### src/rtl/posit_extract_pipe_if.sv
// Posit datapath types and the handshake bundle for the decoder pipe.
// The package sits here because the interface itself carries the decoded
// value type on its output side.
package posit_pkg;
   localparam int NBITS = 32;
   localparam int ES    = 3;
   localparam int FBITS = 26;
   localparam int SBITS = 9;

   typedef struct packed {
      logic                    sign;
      logic signed [SBITS-1:0] scale;
      logic [ES-1:0]           exponent;
      logic [FBITS-1:0]        fraction;
      logic                    inf;
      logic                    zero;
   } value;
endpackage

// Input and output valid/ready channels of the decoder.
// slave is the decoder side, master is the producer/consumer side.
interface posit_extract_pipe_if #(
   parameter int TAG_BITS = 8
);
   import posit_pkg::*;

   logic                in_valid;
   logic                in_ready;
   logic [NBITS-1:0]    in_data;
   logic [TAG_BITS-1:0] in_tag;
   logic                out_valid;
   logic                out_ready;
   value                out_value;
   logic [TAG_BITS-1:0] out_tag;

   modport slave (
      input  in_valid, in_data, in_tag, out_ready,
      output in_ready, out_valid, out_value, out_tag
   );

   modport master (
      output in_valid, in_data, in_tag, out_ready,
      input  in_ready, out_valid, out_value, out_tag
   );
endinterface

### src/rtl/posit_extract_pipe.sv
// Three-stage elastic posit<32,3> decoder: sign/abs, regime, assemble.
// Each stage holds one word; the ready chain runs combinationally from
// out_ready back to in_ready, so a full pipe still streams one word/cycle.
module posit_extract_pipe
   import posit_pkg::*;
#(
   parameter int TAG_BITS = 8
) (
   input  logic                  clk,
   input  logic                  reset,
   posit_extract_pipe_if.slave   bus
);

   logic vld_p0, vld_p1, vld_p2;
   logic ld_p0, ld_p1, ld_p2;

   // stage p0: sign, magnitude, special-case flags
   logic                sign_p0, zero_p0, inf_p0;
   logic [NBITS-2:0]    mag_p0;
   logic [TAG_BITS-1:0] tag_p0;

   // stage p1: regime decoded, leftover bits left-aligned
   logic                sign_p1, zero_p1, inf_p1;
   logic signed [5:0]   k_p1;
   logic [ES+FBITS-1:0] rem_p1;
   logic [TAG_BITS-1:0] tag_p1;

   // stage p2: assembled value presented downstream
   value                val_p2;
   logic [TAG_BITS-1:0] tag_p2;

   // A stage may load when empty or when its current word moves on.
   assign ld_p2 = !vld_p2 || bus.out_ready;
   assign ld_p1 = !vld_p1 || ld_p2;
   assign ld_p0 = !vld_p0 || ld_p1;

   assign bus.in_ready  = ld_p0;
   assign bus.out_valid = vld_p2;
   assign bus.out_value = val_p2;
   assign bus.out_tag   = tag_p2;

   // Low 31 bits of the two's complement; NaR wraps to zero and is flagged.
   logic [NBITS-2:0] abs_s1;
   assign abs_s1 = bus.in_data[NBITS-1] ? (~bus.in_data[NBITS-2:0] + 31'd1)
                                        : bus.in_data[NBITS-2:0];

   // Stage valid bits; reset drops every word in flight.
   always_ff @(posedge clk or posedge reset) begin
      if (reset) begin
         vld_p0 <= 1'b0;
         vld_p1 <= 1'b0;
         vld_p2 <= 1'b0;
      end else begin
         if (ld_p0) vld_p0 <= bus.in_valid;
         if (ld_p1) vld_p1 <= vld_p0;
         if (ld_p2) vld_p2 <= vld_p1;
      end
   end

   // Capture the incoming word when stage p0 accepts it.
   always_ff @(posedge clk) begin
      if (ld_p0 && bus.in_valid) begin
         sign_p0 <= bus.in_data[NBITS-1];
         mag_p0  <= abs_s1;
         zero_p0 <= (bus.in_data == 32'h0000_0000);
         inf_p0  <= (bus.in_data == 32'h8000_0000);
         tag_p0  <= bus.in_tag;
      end
   end

   // Regime run length: identical bits from bit 30 down, 1..31.
   logic       reg_bit_s2, run_done_s2;
   logic [4:0] run_s2;
   logic [5:0] run6_s2;
   logic signed [5:0]   k_s2;
   logic [ES+FBITS-1:0] rem_s2;
   always_comb begin
      reg_bit_s2  = mag_p0[NBITS-2];
      run_s2      = 5'd0;
      run_done_s2 = 1'b0;
      for (int i = NBITS - 2; i >= 0; i--) begin
         if (!run_done_s2) begin
            if (mag_p0[i] == reg_bit_s2) run_s2 = run_s2 + 5'd1;
            else                         run_done_s2 = 1'b1;
         end
      end
      run6_s2 = {1'b0, run_s2};
      k_s2    = reg_bit_s2 ? $signed(run6_s2 - 6'd1) : $signed(6'd0 - run6_s2);
      // Dropping run+1 regime bits from bit 30 leaves bits [28:0] shifted by run-1.
      rem_s2  = mag_p0[ES+FBITS-1:0] << (run_s2 - 5'd1);
   end

   // Advance the regime result into stage p1.
   always_ff @(posedge clk) begin
      if (ld_p1 && vld_p0) begin
         sign_p1 <= sign_p0;
         zero_p1 <= zero_p0;
         inf_p1  <= inf_p0;
         k_p1    <= k_s2;
         rem_p1  <= rem_s2;
         tag_p1  <= tag_p0;
      end
   end

   // Assemble the value; specials override every other field.
   value val_s3;
   always_comb begin
      val_s3 = '0;
      if (zero_p1) begin
         val_s3.zero = 1'b1;
      end else if (inf_p1) begin
         val_s3.inf  = 1'b1;
         val_s3.sign = 1'b1;
      end else begin
         val_s3.sign     = sign_p1;
         val_s3.exponent = rem_p1[ES+FBITS-1:FBITS];
         val_s3.fraction = rem_p1[FBITS-1:0];
         // k*8 + exponent is just the concatenation since exponent < 8.
         val_s3.scale    = $signed({k_p1, rem_p1[ES+FBITS-1:FBITS]});
      end
   end

   // Output register; cleared by reset so the port reads all-zero afterwards.
   always_ff @(posedge clk or posedge reset) begin
      if (reset) begin
         val_p2 <= '0;
         tag_p2 <= '0;
      end else if (ld_p2 && vld_p1) begin
         val_p2 <= val_s3;
         tag_p2 <= tag_p1;
      end
   end

endmodule

### src/flat_wrapper.sv
// flat-port wrapper written by rule: the top's interface ports become plain ports
module posit_extract_pipe_flat import posit_pkg::*;
#(
   parameter int TAG_BITS = 8
)
  (clk, reset, bus_in_valid, bus_in_data, bus_in_tag, bus_out_ready, bus_in_ready, bus_out_valid, bus_out_value, bus_out_tag);
  posit_extract_pipe_if #(.TAG_BITS(TAG_BITS)) bus_i ();
  input  logic clk;
  input  logic reset;
  input wire logic [$bits(bus_i.in_valid)-1:0] bus_in_valid;
  input wire logic [$bits(bus_i.in_data)-1:0] bus_in_data;
  input wire logic [$bits(bus_i.in_tag)-1:0] bus_in_tag;
  input wire logic [$bits(bus_i.out_ready)-1:0] bus_out_ready;
  output wire logic [$bits(bus_i.in_ready)-1:0] bus_in_ready;
  output wire logic [$bits(bus_i.out_valid)-1:0] bus_out_valid;
  output wire logic [$bits(bus_i.out_value)-1:0] bus_out_value;
  output wire logic [$bits(bus_i.out_tag)-1:0] bus_out_tag;
  assign bus_i.in_valid = bus_in_valid;
  assign bus_i.in_data = bus_in_data;
  assign bus_i.in_tag = bus_in_tag;
  assign bus_i.out_ready = bus_out_ready;
  assign bus_in_ready = bus_i.in_ready;
  assign bus_out_valid = bus_i.out_valid;
  assign bus_out_value = bus_i.out_value;
  assign bus_out_tag = bus_i.out_tag;
  posit_extract_pipe #(.TAG_BITS(TAG_BITS)) u_core (.clk(clk), .reset(reset), .bus(bus_i));
endmodule
### config.mk
export PLATFORM = sky130hd
export DESIGN_NAME = posit_extract_pipe_flat
export DESIGN_NICKNAME = d
export VERILOG_FILES = /design/src/rtl/posit_extract_pipe_if.sv /design/src/rtl/posit_extract_pipe.sv /design/src/flat_wrapper.sv
export SDC_FILE = /design/constraint.sdc
export NUM_CORES = 1
export LEC_CHECK = 0
export CORE_UTILIZATION = 30
export CTS_BUF_LIST = sky130_fd_sc_hd__clkbuf_4
export DETAILED_ROUTE_END_ITERATION = 12
export GPL_TIMING_DRIVEN = 0
export PLACE_DENSITY = 0.51
export SYNTH_ARGS = -nofsm -noshare
export SYNTH_HDL_FRONTEND = slang
export SYNTH_SLANG_ARGS = --single-unit
### constraint.sdc
create_clock -name clk -period 41.6 [get_ports clk]
set_clock_uncertainty 0.15 [all_clocks]
set_input_delay 8.32 -clock clk [delete_from_list [all_inputs] [get_ports clk]]
set_output_delay 8.32 -clock clk [all_outputs]
set_load 0.05 [all_outputs]
==> run_results.csv <==
group,metric,value,unit
status,status,"complete, no violations",
final_layout,register_area,3870,um^2
power_and_ir_drop,ir_worst_vdd,0.0209,mV
detailed_routing,drt_pre_antenna_iters,7,
synth,synth-main-ff-cell,"edfxtp_1",
detailed_routing,vias,9270,
synth,synth_cell_types,86,
power_and_ir_drop,power.internal,0.000297,W
floorplan,dieHeight,191,um
clock_network,post_cts_buffers,0,
timing,setup_violations,0,
timing,worstMarginPinSlew,0.964,ns
detailed_routing,post_drt_wl_per_cell,17.4,um
synth,synth_most_common_cell,"nand2_1",
final_layout,final_area,12600,um^2
grt,grt_overflow,0,
floorplan,chipWidth,191,um
critical_path,path_class,"flop to flop",
floorplan,die_area,36600,um^2
timing,tns,0,ns
detailed_routing,drc,0,
clock_network,cts_buffer_depth,2,
critical_path,cp-start-kind,"flop",
critical_path,critical_path_arrival,18.97,ns
floorplan,coreArea,34900,um^2
synth,synth_cells,1193,
run,drv_cap,0,
worst_hold_path,hp-class,"flop to flop",
power_and_ir_drop,combPwrFrac,45.9,%
timing,slew_headroom,35.1,%
synth,synth_top_area_share,24.6,%
synth,synth_area_leaders,"edfxtp_1 25%, dfrtp_1 11%, mux2i_1 7.7%",
timing,rsz0062_at_grt,"false",
power_and_ir_drop,power_switching,0.000211,W
final_layout,n_fill_cell,3604,
critical_path,crit_slowest_cell,"edfxtp_1",
place,dp_hpwl,24400,um
clock_network,cts_tree,"yes",
synth,synthTopCellsByCount,"171 x nand2_1, 91 x nor2_1, 88 x edfxtp_1, 83 x mux2i_1, 81 x o21ai_0",
synth,synthesis.nets,1264,
synth,synth_area_per_cell,9.02,um^2
critical_path,critical_path_required,41.84,ns
final_layout,area_delta_synth_final,17.4,%
clock_network,path_clk_slew,0.14,ns
grt,grt_max_degree,41,
detailed_routing,wl,30900,um
detailed_routing,drt_first_iter_violations,730,
place,gp_congestion,0.893,
clock_network,cts_made_buffers,17,
final_layout,final_nets,1380,
critical_path,cp-end-kind,"flop",
detailed_routing,post_drt_via_cell_ratio,5.21,
power_and_ir_drop,p_per_area,40.2,nW/um^2
floorplan,start_util,30.8,%
grt,track_usage,17.3,%
timing,maxSlewViolCount,0,
clock_network,ctsHoldBuffers,0,
clock_network,post_cts_resized,0,
timing,period_minus_slack,18.73,ns
final_layout,drive_gt1_share,8.62,%
power_and_ir_drop,p_clk_share,18.0,%
timing,timing.final.crit_share,45.0,%
critical_path,cpPeakStageDelay,0.52,ns
synth,async_reset_ff_share,35.8,%
power_and_ir_drop,swShare,41.5,%
critical_path,cp_common_cell,"ha_1",
clock_network,cts-root-buf,"clkbuf_4",
clock_network,cts_sinks,137,
synth,seq_area_frac_synth,36.0,%
final_layout,multiInputGateArea,6460,um^2
grt,antenna_found_initial,1,
place,port_buffers,94,
synth,ys_warn_count,0,
floorplan,ios,95,
grt,grt_pass1_vias,8904,
clock_network,clk_latency,0.56,ns
place,dpl_cell_area,12300,um^2
timing,finalHoldViolCount,0,
clock_network,cts_htree_levels,4,
floorplan,row_count,68,
detailed_routing,antenna_left,0,
power_and_ir_drop,p_seq_share,36.1,%
synth,syn_area,10800,um^2
timing,max_freq,53.4,MHz
grt,grt_pass1_wl,49600,um
power_and_ir_drop,leakage,4.78,nW
synth,synth-edff-count,88,
critical_path,critPathMaxFanout,10,
synth,synth-seq-cells,137,
synth,yosysTopAreaCell,"edfxtp_1",
-- cell usage in the layout, fill, tap and decap left out, types with 12 or more instances in the layout --
cell type and n:
nand2_1 171, clkdlybuf4s50_1 94, nor2_1 91, edfxtp_1 88
mux2i_1 83, o21ai_0 81, xnor2_1 65, clkbuf_1 51
a21oi_1 49, dfrtp_1 49, nor3_1 30, nand3_1 29
ha_1 27, inv_1 26, mux2_2 25, xor2_1 25
nand2b_1 22, a211oi_1 22, and2_1 18, or3_1 18
clkbuf_4 17, o31ai_1 16, nor2b_1 14, a31oi_1 12
-- logic make-up (layout without fill, tap and decap cells) --
| logic type | Yosys count | in the layout | share of synthesized area, % |
|---|---|---|---|
| AOI/OAI and AO/OA | 261 | 261 | 16.1 |
| xor gates and xnor gates | 104 | 104 | 10.1 |
| adders and majority gates | 32 | 32 | 3.61 |
| buffers and inverters | 102 | 231 | 3.98 |
| DFF | 137 | 137 | 36.0 |
| muxes | 109 | 109 | 10.5 |
| other | 0 | 1 | 0 |
| and+or+nand+nor | 448 | 448 | 19.7 |
-- final cells by class --
| cell class | count | area share (%) |
|---|---|---|
| clock inverters | 15 | 1.30 |
| repair buffers | 97 | 7.93 |
| flip-flops and latches | 137 | 30.7 |
| plain buffers | 73 | 2.53 |
| clock buffers | 17 | 1.01 |
| multi-input cells | 954 | 51.2 |
| inverters | 29 | 0.862 |
| diodes | 1 | 0.0198 |
| well taps | 455 | 4.51 |
-- stage by stage --
step,setup WS [ns],power [W],util (%),instances,hold slack [ns]
after floorplan,24.25,0.000347,-,1193,0.250
final,22.87,0.000508,36.2,1778,0.283
after detailed placement,23.19,0.000418,35.3,1745,0.255
after global routing,21.49,0.000540,36.2,1778,0.295
after CTS,23.10,0.000511,36.2,1777,0.283
after global placement,23.13,0.000416,35.2,1742,0.252
-- path summary, 6_finish.rpt --
kind,startpoint,to,slack (ns),cells after the start
setup / recovery,u_core.mag_p0[30],u_core.rem_p1[18],22.87,83
max in group asynchronous,reset,u_core.bus.out_tag[3],32.82,3
hold / removal,u_core.sign_p0,u_core.sign_p1,0.28,0
hold reg to reg,u_core.sign_p0,u_core.sign_p1,0.28,0
min in group asynchronous,reset,u_core.bus.out_value[29],7.94,2
setup reg to reg,u_core.mag_p0[30],u_core.rem_p1[18],22.87,83
-- power groups by stage --
stage          Combinational (W)  Clock (W)  Sequential [W]
3_3_place_gp            0.000229          0        0.000187
2_1_floorplan           0.000136          0        0.000212
4_1_cts                 0.000232  0.0000952        0.000184
5_1_grt                 0.000253   0.000101        0.000186
6_report                0.000233  0.0000912        0.000184
3_5_place_dp            0.000231          0        0.000187
-- registers in the layout (all words and copies together) (netlist names), 6 cells and up --
signal	flops
u_core.bus.out_tag	8
u_core.tag_p0	8
u_core.rem_p1	29
u_core.bus.out_value	38
u_core.mag_p0	31
u_core.k_p1	6
u_core.tag_p1	8
-- worst max-delay path, delay by kind of cell, from the launching register on --
family          cells  cell delay (ns)
compound gates     31             6.03
fa+ha+maj          16             5.32
buf+inv             9             1.85
flops               1             0.52
mux                 9             2.13
simple gates       18             2.57
-- layer usage --
metal	vias to the layer above	global-route usage (%)	wire, um	part of all wire [%]
li1	4572	-	-	-
met1	4430	24.4	15000	48
met2	238	27.7	14100	46
met3	30	2.63	1310	4.2
met4	0	3.88	478	1.5
met5	-	0	0	0
Power figures use the tool's default switching activity.
